### src/rtl/icache_pkg.sv
// Shared types and tree pseudo-LRU helpers for the N-way instruction-cache controller.
// PLRU vectors are carried at the 8-way width; callers pad/trim to their own WAYS.
package icache_pkg;

  typedef enum logic [1:0] {
    ST_IDLE   = 2'd0,
    ST_LOOKUP = 2'd1,
    ST_FILL   = 2'd2,
    ST_FLUSH  = 2'd3
  } state_e;

  localparam int MAX_WAYS   = 8;
  localparam int MAX_PLRU_W = MAX_WAYS - 1;
  localparam int MIN_SETS   = 2;

  function automatic bit ways_legal(input int ways);
    return (ways == 2) || (ways == 4) || (ways == 8);
  endfunction

  function automatic bit sets_legal(input int sets);
    return (sets >= MIN_SETS) && ((sets & (sets - 1)) == 0);
  endfunction

  function automatic int plru_levels(input int ways);
    return (ways >= 8) ? 3 : ((ways >= 4) ? 2 : 1);
  endfunction

  // Walk from the root; a node bit of 0 sends the victim into the lower-way half.
  function automatic logic [2:0] plru_victim(input logic [MAX_PLRU_W-1:0] plru, input int ways);
    logic [3:0] node;
    node = 4'd0;
    for (int l = 0; l < 3; l++) begin
      if (l < plru_levels(ways)) begin
        node = {node[2:0], 1'b0} + 4'd1 + {3'b000, plru[node[2:0]]};
      end
    end
    return 3'(node - 4'(ways - 1));
  endfunction

  // Every node on the path to the hit way is pointed at the opposite half.
  function automatic logic [MAX_PLRU_W-1:0] plru_update(input logic [MAX_PLRU_W-1:0] plru,
                                                         input logic [2:0] way, input int ways);
    logic [MAX_PLRU_W-1:0] upd;
    logic [3:0]            node;
    logic [1:0]            bsel;
    logic                  dir;
    upd  = plru;
    node = 4'd0;
    for (int l = 0; l < 3; l++) begin
      if (l < plru_levels(ways)) begin
        bsel            = 2'(plru_levels(ways) - 1 - l);
        dir             = way[bsel];
        upd[node[2:0]]  = ~dir;
        node            = {node[2:0], 1'b0} + 4'd1 + {3'b000, dir};
      end
    end
    return upd;
  endfunction

endpackage

### src/rtl/icache_plru.sv
// Combinational tree-PLRU victim selection and hit-driven update for one indexed set.
module icache_plru
  import icache_pkg::*;
#(
  parameter  int WAYS  = 2,
  localparam int WAY_W = $clog2(WAYS)
) (
  input  logic [WAYS-2:0]  plru_out,
  input  logic [WAYS-1:0]  hit_way,
  output logic [WAY_W-1:0] victim_idx,
  output logic [WAYS-2:0]  plru_next
);

  logic [MAX_PLRU_W-1:0] w_plru_pad;
  logic [WAY_W-1:0]      w_hit_idx;

  assign w_plru_pad = MAX_PLRU_W'(plru_out);

  // A multi-hot match resolves to the lowest way.
  always_comb begin
    w_hit_idx = '0;
    for (int i = WAYS - 1; i >= 0; i--) begin
      if (hit_way[i]) w_hit_idx = WAY_W'(i);
    end
  end

  assign victim_idx = WAY_W'(plru_victim(w_plru_pad, WAYS));
  assign plru_next  = (WAYS-1)'(plru_update(w_plru_pad, 3'(w_hit_idx), WAYS));

endmodule

### src/rtl/icache_control_nway.sv
// N-way instruction-cache controller: lookup, line fill, and whole-cache flush walk.
// Define ICACHE_PERF_EN to add the hit_count/miss_count performance counters.
module icache_control_nway
  import icache_pkg::*;
#(
  parameter  int WAYS  = 2,
  parameter  int SETS  = 8,
  localparam int IDX_W = $clog2(SETS),
  localparam int WAY_W = $clog2(WAYS)
) (
  input  logic             clk,
  input  logic             rst_n,
  input  logic             mem_read,
  output logic             mem_resp,
  input  logic [WAYS-1:0]  hit_way,
  input  logic [WAYS-1:0]  valid_out,
  input  logic [WAYS-2:0]  plru_out,
  output logic [WAYS-2:0]  plru_in,
  output logic             load_plru,
  output logic [WAYS-1:0]  load_valid,
  output logic [WAYS-1:0]  set_valid,
  output logic [WAYS-1:0]  load_tag,
  output logic [WAYS-1:0]  data_load,
  output logic             mem_enable_sel,
  output logic             pmem_read,
  input  logic             pmem_resp,
  input  logic             flush_req,
  output logic             flush_busy,
  output logic             flush_sel,
  output logic [IDX_W-1:0] flush_index
`ifdef ICACHE_PERF_EN
  ,
  output logic [31:0]      hit_count,
  output logic [31:0]      miss_count
`endif
);

  state_e           r_state, w_state_next;
  logic             r_flush_pending;
  logic [IDX_W-1:0] r_flush_index;
  logic [WAY_W-1:0] r_victim, w_victim_next;
  logic [WAY_W-1:0] w_plru_victim, w_invalid_idx;
  logic [WAYS-2:0]  w_plru_next;
  logic [WAYS-1:0]  w_fill_mask;
  logic             w_any_invalid, w_hit, w_flush_last;

  icache_plru #(.WAYS(WAYS)) u_plru (
    .plru_out   (plru_out),
    .hit_way    (hit_way),
    .victim_idx (w_plru_victim),
    .plru_next  (w_plru_next)
  );

  // Empty ways are filled before any valid line is evicted.
  always_comb begin
    w_invalid_idx = '0;
    for (int i = WAYS - 1; i >= 0; i--) begin
      if (!valid_out[i]) w_invalid_idx = WAY_W'(i);
    end
  end

  assign w_any_invalid = ~&valid_out;
  assign w_hit         = |hit_way;
  assign w_fill_mask   = WAYS'(1) << r_victim;
  assign w_flush_last  = (r_flush_index == IDX_W'(SETS - 1));
  assign flush_busy    = r_flush_pending;
  assign flush_index   = r_flush_index;

  always_comb begin
    w_state_next   = r_state;
    w_victim_next  = r_victim;
    mem_resp       = 1'b0;
    load_plru      = 1'b0;
    plru_in        = '0;
    load_valid     = '0;
    set_valid      = '0;
    load_tag       = '0;
    data_load      = '0;
    mem_enable_sel = 1'b0;
    pmem_read      = 1'b0;
    flush_sel      = 1'b0;
    case (r_state)
      ST_IDLE: begin
        if (r_flush_pending || flush_req) w_state_next = ST_FLUSH;
        else if (mem_read)                w_state_next = ST_LOOKUP;
      end
      ST_LOOKUP: begin
        if (!mem_read) begin
          w_state_next = ST_IDLE;
        end else if (w_hit) begin
          mem_resp     = 1'b1;
          load_plru    = 1'b1;
          plru_in      = w_plru_next;
          w_state_next = ST_IDLE;
        end else begin
          w_victim_next = w_any_invalid ? w_invalid_idx : w_plru_victim;
          w_state_next  = ST_FILL;
        end
      end
      ST_FILL: begin
        pmem_read      = 1'b1;
        mem_enable_sel = 1'b1;
        if (pmem_resp) begin
          data_load    = w_fill_mask;
          load_tag     = w_fill_mask;
          load_valid   = w_fill_mask;
          set_valid    = w_fill_mask;
          w_state_next = ST_LOOKUP;
        end
      end
      ST_FLUSH: begin
        flush_sel  = 1'b1;
        load_valid = '1;
        load_plru  = 1'b1;
        if (w_flush_last) w_state_next = ST_IDLE;
      end
      default: w_state_next = ST_IDLE;
    endcase
  end

  always_ff @(posedge clk or negedge rst_n) begin
    if (!rst_n) begin
      r_state         <= ST_IDLE;
      r_flush_pending <= 1'b0;
      r_flush_index   <= '0;
      r_victim        <= '0;
    end else begin
      r_state         <= w_state_next;
      r_victim        <= w_victim_next;
      r_flush_pending <= flush_req | (r_flush_pending & ~((r_state == ST_FLUSH) & w_flush_last));
      r_flush_index   <= (r_state == ST_FLUSH) ? r_flush_index + IDX_W'(1) : '0;
    end
  end

`ifdef ICACHE_PERF_EN
  logic [31:0] r_hit_count, r_miss_count;
  logic        w_miss;

  assign w_miss = (r_state == ST_LOOKUP) & mem_read & ~w_hit;

  always_ff @(posedge clk or negedge rst_n) begin
    if (!rst_n) begin
      r_hit_count  <= '0;
      r_miss_count <= '0;
    end else begin
      if (mem_resp) r_hit_count  <= r_hit_count + 32'd1;
      if (w_miss)   r_miss_count <= r_miss_count + 32'd1;
    end
  end

  assign hit_count  = r_hit_count;
  assign miss_count = r_miss_count;
`endif

endmodule

### config.mk
export PLATFORM = sky130hd
export DESIGN_NAME = icache_control_nway
export DESIGN_NICKNAME = d
export VERILOG_FILES = /design/src/rtl/icache_pkg.sv /design/src/rtl/icache_plru.sv /design/src/rtl/icache_control_nway.sv
export SDC_FILE = /design/constraint.sdc
export NUM_CORES = 1
export LEC_CHECK = 0
export ABC_CLOCK_PERIOD_IN_PS = 1550
export CORE_AREA = 2 2 39 41
export CTS_BUF_LIST = sky130_fd_sc_hd__clkbuf_8
export DETAILED_ROUTE_END_ITERATION = 10
export DIE_AREA = 0 0 41 43
export DONT_BUFFER_PORTS = 1
export GPL_TIMING_DRIVEN = 0
export PLACE_DENSITY = 0.61
export SYNTH_ARGS = -nofsm -noshare
export SYNTH_HDL_FRONTEND = slang
export SYNTH_SLANG_ARGS = --single-unit
### constraint.sdc
create_clock -name clk -period 1.55 [get_ports clk]
set_clock_uncertainty 0.15 [all_clocks]
set_input_delay 0.31 -clock clk [delete_from_list [all_inputs] [get_ports clk]]
set_output_delay 0.31 -clock clk [all_outputs]
set_load 0.1 [all_outputs]
==> metrics.cfg, run 1 <==
[critical_path]
path_cells=buf_6, nor3_4, buf_12
slowest_stage=nor3_4
worstSetupPathType=reg2out
slowest_delay_ns=0.95
crit_fanout=4
startpoint_type=register
arrival_ns=1.98
end_kind=output port
worstPathRequired_ns=1.09

[route]
drt_pass1_iterations=4
drc_errors=0
wl_per_cell_microns=14.73
vias_per_cell=5.060
drtIter0Drc=3
drtAntennaViolNets=0
num_vias=425
wirelength_microns=1237

[global_route]
grt_max_degree=10
grt_pass1_vias=403
busiest_layer=met2
use_met1=0.2131
grt_overflow=0
grt_usage=0.1697
grt_pass1_wl_microns=1883
grtUsageMet2=0.2344
use_met3=0.08377
antenna_found_initial=0

[sta]
tightest_slew_ns=1.173
setup_violations=17
hold_viol_final=0
finalCritPeriodShare=1.574
rsz0062_at_grt=true
post-route-min-period_ns=2.440
maxSlewViolCount=0
max_slew_margin=0.2156
fin_ws_ns=-0.8903
clock.fmax_ghz=0.4098

[placement]
gp_congestion=0.7658
detailed_place_hpwl_microns=770.5
placed_cell_area_sq_um=643.1
io_buffer_count=0

[die]
start_util=0.3562
dieArea_sq_um=1763
fp-row-count=14
fp.dieH_microns=43
io_pins=28
die_x_microns=41
core_area_sq_um=1384

[layout]
area_growth_pct=74.87
fin_area_sq_um=862.1
utilization=0.6230
n_antenna_cell=0
final_layout_size_suffix_gt1_frac=0.6765
nNetsFinal=81

[clock_tree]
cts-buffers-inserted=3
clkSlewWorstSetupHoldPaths_ns=0.04
clock_latency_ns=0.23
cts_tree=yes
root_buffer=clkbuf_8
htree_levels=1
cts_buffer_depth=2
cts.sinks=7

[status]
status=complete, but fails checks
violations=setup timing

[synth]
synth-edff-count=0
synth_warnings=0
synth_cell_types=25
synth_top_area_frac=0.3553
ys_top_cells_by_count=dfrtp_1 (7), buf_4 (5), nor2b_1 (4)
synth_nets=62
async_flop_share=1.000
ys_ff_latch=7
ys.flop_type=dfrtp_1
synth_area_leaders=dfrtp_1 (36%), buf_4 (7.6%), ha_1 (5.1%), nor2b_1 (5.1%), nor4b_4 (4.8%)
synth_largest_area_cell=dfrtp_1
syn_inst=50
ys_seq_area_frac=0.3553
avgSynthCellArea_sq_um=9.859
synth_area_sq_um=493.0
synth.most_common_cell=dfrtp_1

[flow_run]
cap_violations=0

[worst_hold_path]
hold_class=in2reg

-- metrics by stage --
step	instances	setup slack [ns]	TNS, ns	hold slack, ns
after floorplan	50	-0.6717	-4.637	-0.1356
after global placement	66	-0.7374	-5.399	-0.1354
after detailed placement	66	-0.7427	-5.476	-0.1354
after CTS	79	-0.8989	-8.176	0.01942
after global routing	84	-0.9379	-9.578	0.01941
final	84	-0.8903	-8.778	0.02377
-- placed cells by master (no fill, tap or decap), types with 2 or more instances in the layout --
cell / synthesis / layout
a21oi_1: 2 / 2
and3_2: 2 / 2
buf_12: 0 / 5
buf_4: 5 / 8
buf_6: 2 / 6
clkbuf_8: 0 / 3
dfrtp_1: 7 / 3
dfrtp_2: 0 / 2
dfrtp_4: 0 / 2
ha_4: 0 / 2
inv_1: 3 / 3
nor2_4: 0 / 2
nor2b_1: 4 / 2
nor2b_4: 0 / 3
nor3_4: 0 / 3
o21ai_0: 2 / 2
o21ai_1: 2 / 2
-- sequential cells by signal, indices dropped and copies added, names as in the netlist --
name,cells
flush_index,3
r_state,2
flush_busy,1
r_victim,1
-- final timing paths --
path | from | endpoint | slack [ns] | cells past startpoint
worst max register to register | r_state[1] | r_victim | -0.24 | 7
worst min-delay path | flush_req | flush_busy | 0.02 | 1
worst max-delay path | r_state[0] | set_valid[0] | -0.89 | 3
worst min register to register | r_victim | r_victim | 0.50 | 2
max in group asynchronous | rst_n | flush_index[1] | 0.72 | 1
min in group asynchronous | rst_n | flush_index[0] | 0.26 | 1
-- what timing repair did --
action | in CTS | in global routing
setup endpoints to repair | 16 | 17
setup buffers | 8 | 6
hold buffers | 1 | 0
pin swaps | 3 | 2
endpoints found under the hold margin | 7 | 0
gates resized for setup | 14 | 2
-- final cells by class --
class / count / area (sq um)
buffer: 7 / 122.6
clock buffer: 3 / 41.29
clock inverter: 1 / 3.754
fill: 108 / 521.8
inverter: 3 / 11.26
multi-input combinational: 33 / 347.8
sequential: 7 / 185.2
tap: 16 / 20.02
timing repair buffer: 14 / 130.1
-- logic make-up (layout without fill, tap and decap cells) --
logic type	after synthesis	in the layout	synth area share
flip-flops	7	7	0.3553
multiplexers	2	2	0.04315
adder cells (fa/ha/maj)	2	2	0.05075
buffers and inverters	10	28	0.1447
AO/OA/AOI/OAI	9	9	0.1066
AND/OR/NAND/NOR	20	20	0.2995
-- routing by layer --
layer  share of wire  wire length (microns)  vias up
met1            0.38                    476      204
met3           0.078                     96        3
met2            0.52                    640       19
met5               0                      0        -
li1                -                      -      199
met4           0.019                     23        0
-- critical path: cells and delay by family, from the launching register on --
family,cells,cell delay [ns]
DFF,1,0.39
and+or+nand+nor,1,0.95
buffers and inverters,2,0.41
Power of run 1 is not shown: default switching activity piles up to over one toggle a cycle in this logic, so the estimate is an artifact.
==> inputs of run 2 (changes only) <==
Settings changed: ABC_AREA from default to 1, PLACE_DENSITY 0.61 to 0.56.
==> run 2 against run 1 <==
Area after synthesis fell by 12%; count of clock-buffer cells in the layout did not move; the run still ends with setup timing left; sequential cell count did not move; routed wire length fell by 16%.
==> metrics.cfg, run 2 <==
[status]
status=complete, but fails checks
violations=setup timing

[global_route]
antenna_found_initial=0  ; unchanged
grt_pass1_vias=393  ; -2.5%
grt_pass1_wl_microns=1669  ; -11%
grt_max_degree=8  ; -2
grt_overflow=0  ; unchanged
grt_usage=0.1378  ; -0.03191

[layout]
seq_area_sq_um=186.4  ; +0.68%
largest_reg_flops=3  ; unchanged
final_layout_size_suffix_gt1_frac=0.5616  ; -0.1148
nNetsFinal=86  ; +6.2%
fin_area_sq_um=773.2  ; -10%
stdcell_count=89  ; +6.0%
area_growth_pct=78.10
final_cell_mix=inv_1 (9), nor2_1 (8), buf_4 (8), nand2_1 (7), nor2_4 (6)
nFillCells=126  ; +17%
multi_input_area_sq_um=311.5  ; -10%
layout_commonest_cell=inv_1
n_antenna_cell=0  ; unchanged

[placement]
placed_cells=76  ; +15%
placed_cell_area_sq_um=574.3  ; -11%
gp_congestion=0.6478  ; -15%
io_buffer_count=0  ; unchanged
detailed_place_hpwl_microns=726.7  ; -5.7%

[clock_tree]
clock_latency_ns=0.22  ; about the same
cts_buffer_depth=2  ; unchanged
cts.sinks=7  ; unchanged
root_buffer=clkbuf_8
cts_tree=yes
cts-buffers-inserted=3  ; unchanged
clkSlewWorstSetupHoldPaths_ns=0.04  ; about the same
htree_levels=1  ; unchanged

[route]
drt_pass1_iterations=4  ; unchanged
wl_per_cell_microns=11.73  ; -20%
drtIter0Drc=10  ; +7
drc_errors=0  ; unchanged
num_vias=393  ; -7.5%
wirelength_microns=1044  ; -16%
vias_per_cell=4.416  ; -13%
drtAntennaViolNets=0  ; unchanged

[sta]
finalCritPeriodShare=1.722  ; +0.1473
rsz0062_at_grt=true
post-route-min-period_ns=2.669  ; +0.2283 ns
max_slew_margin=0.5156  ; +0.3000
fin_ws_ns=-1.119  ; -0.2283 ns
clock.fmax_ghz=0.3747  ; -8.6%
hold_viol_final=0  ; unchanged
tightest_slew_ns=0.7249  ; -0.4479 ns
maxSlewViolCount=0  ; unchanged
setup_violations=17  ; unchanged

[synth]
synth_warnings=0  ; unchanged
ys_seq_area_frac=0.4035  ; +0.04813
synth.most_common_cell=nor2_1
synth_nets=72  ; +16%
synth-edff-count=0  ; unchanged
synth_area_leaders=dfrtp_1 (40%), nor2_1 (11%), inv_1 (9.5%), buf_4 (8.6%), nand2_1 (7.8%)
synth_top_area_frac=0.4035  ; +0.04813
ys_top_cells_by_count=nor2_1 (13), inv_1 (11), nand2_1 (9)
synth_largest_area_cell=dfrtp_1
synth_cell_types=15  ; -40%
ys.flop_type=dfrtp_1
ys_ff_latch=7  ; unchanged
syn_inst=60  ; +20%
avgSynthCellArea_sq_um=7.236  ; -27%
async_flop_share=1.000  ; unchanged
synth_area_sq_um=434.2  ; -12%

[flow_run]
cap_violations=0  ; unchanged

[critical_path]
startpoint_type=register
arrival_ns=2.21  ; +0.23 ns
crit_fanout=4  ; unchanged
worstSetupPathType=reg2out
worstPathRequired_ns=1.09  ; about the same
end_kind=output port

[die]
die_x_microns=41  ; unchanged
io_pins=28  ; unchanged
start_util=0.3137  ; -0.04250
core_area_sq_um=1384  ; unchanged
fp.dieH_microns=43  ; unchanged
fp-row-count=14  ; unchanged
dieArea_sq_um=1763  ; unchanged

[worst_hold_path]
hold_class=in2reg

[run 2: cell count changes in the layout (fill, tap and decap cells not counted), sizes merged, moves of 2 or more]
cell   previous run  this run
buf              20        13
and3              2         0
nand3             0         5
inv               4        12
nand2             2        10
nor2              3        14
nor2b             5         0
nor3              4         0
[run 2: kinds of logic after synthesis]
group / Yosys count / synth area share
AO/OA/AOI/OAI: 5 / 0.07202
adder cells (fa/ha/maj): 2 / 0.05763
buffers and inverters: 17 / 0.1902
flip-flops: 7 / 0.4035
AND/OR/NAND/NOR: 29 / 0.2767
[run 2: per-layer routing]
metal | GRT usage | up-vias | wire (microns)
met5 | 0 | - | 0
met4 | 0.04000 | 0 | 0
met3 | 0.03665 | 0 | 55
met2 | 0.2250 | 11 | 589
met1 | 0.1689 | 180 | 399
li1 | - | 202 | -
[run 2: cell type report]
| cell class | count | share of cell area |
|---|---|---|
| Sequential cell | 7 | 0.2411 |
| Timing Repair Buffer | 9 | 0.09547 |
| Clock inverter | 1 | 0.004854 |
| Inverter | 12 | 0.06311 |
| Tap cell | 16 | 0.02589 |
| Multi-Input combinational cell | 36 | 0.4029 |
| Buffer | 5 | 0.1133 |
| Clock buffer | 3 | 0.05340 |
[run 2: metrics by stage]
stage	util	hold WS, ns	setup WS [ns]	TNS [ns]
2_1_floorplan	-	-0.1356	-0.9356	-7.893
3_3_place_gp	0.4150	-0.1355	-1.010	-9.086
3_5_place_dp	0.4150	-0.1355	-1.022	-9.239
4_1_cts	0.5380	0.1384	-1.127	-10.40
5_1_grt	0.5588	0.1568	-1.162	-11.13
6_report	0.5588	0.1387	-1.119	-10.50
[run 2: worst paths after layout]
| kind | from | end | slack, ns | depth (start not counted) |
|---|---|---|---|---|
| worst max-delay path | r_state[0] | load_tag[1] | -1.12 | 4 |
| worst min-delay path | flush_req | flush_busy | 0.14 | 2 |
| worst max register to register | r_state[0] | r_state[0] | -0.04 | 4 |
| worst min register to register | r_state[1] | r_state[0] | 0.46 | 3 |
| max in group asynchronous | rst_n | flush_index[1] | 0.71 | 1 |
| min in group asynchronous | rst_n | flush_index[0] | 0.27 | 1 |
[run 2: worst max-delay path, cell delays in order, from the launching register on]
cell	delay [ns]
dfrtp_2	0.42
nor2_4	0.56
nand2_4	0.15
nor2_4	0.60
buf_12	0.26
[run 2: repair_timing]
action	CTS	global route
setup endpoints to repair	18	17
gates resized for setup	14	5
endpoints found under the hold margin	7	0
setup buffers	7	1
pin swaps	9	6
hold buffers	1	0
Power of run 2 is left out for the same reason.
==> inputs of run 3 (changes only) <==
Settings changed: SLEW_MARGIN from default to 20.
==> results of run 3 <==
No change in the layout: final DEF, timing and power equal those of run 2.
Power of run 3 is left out for the same reason.
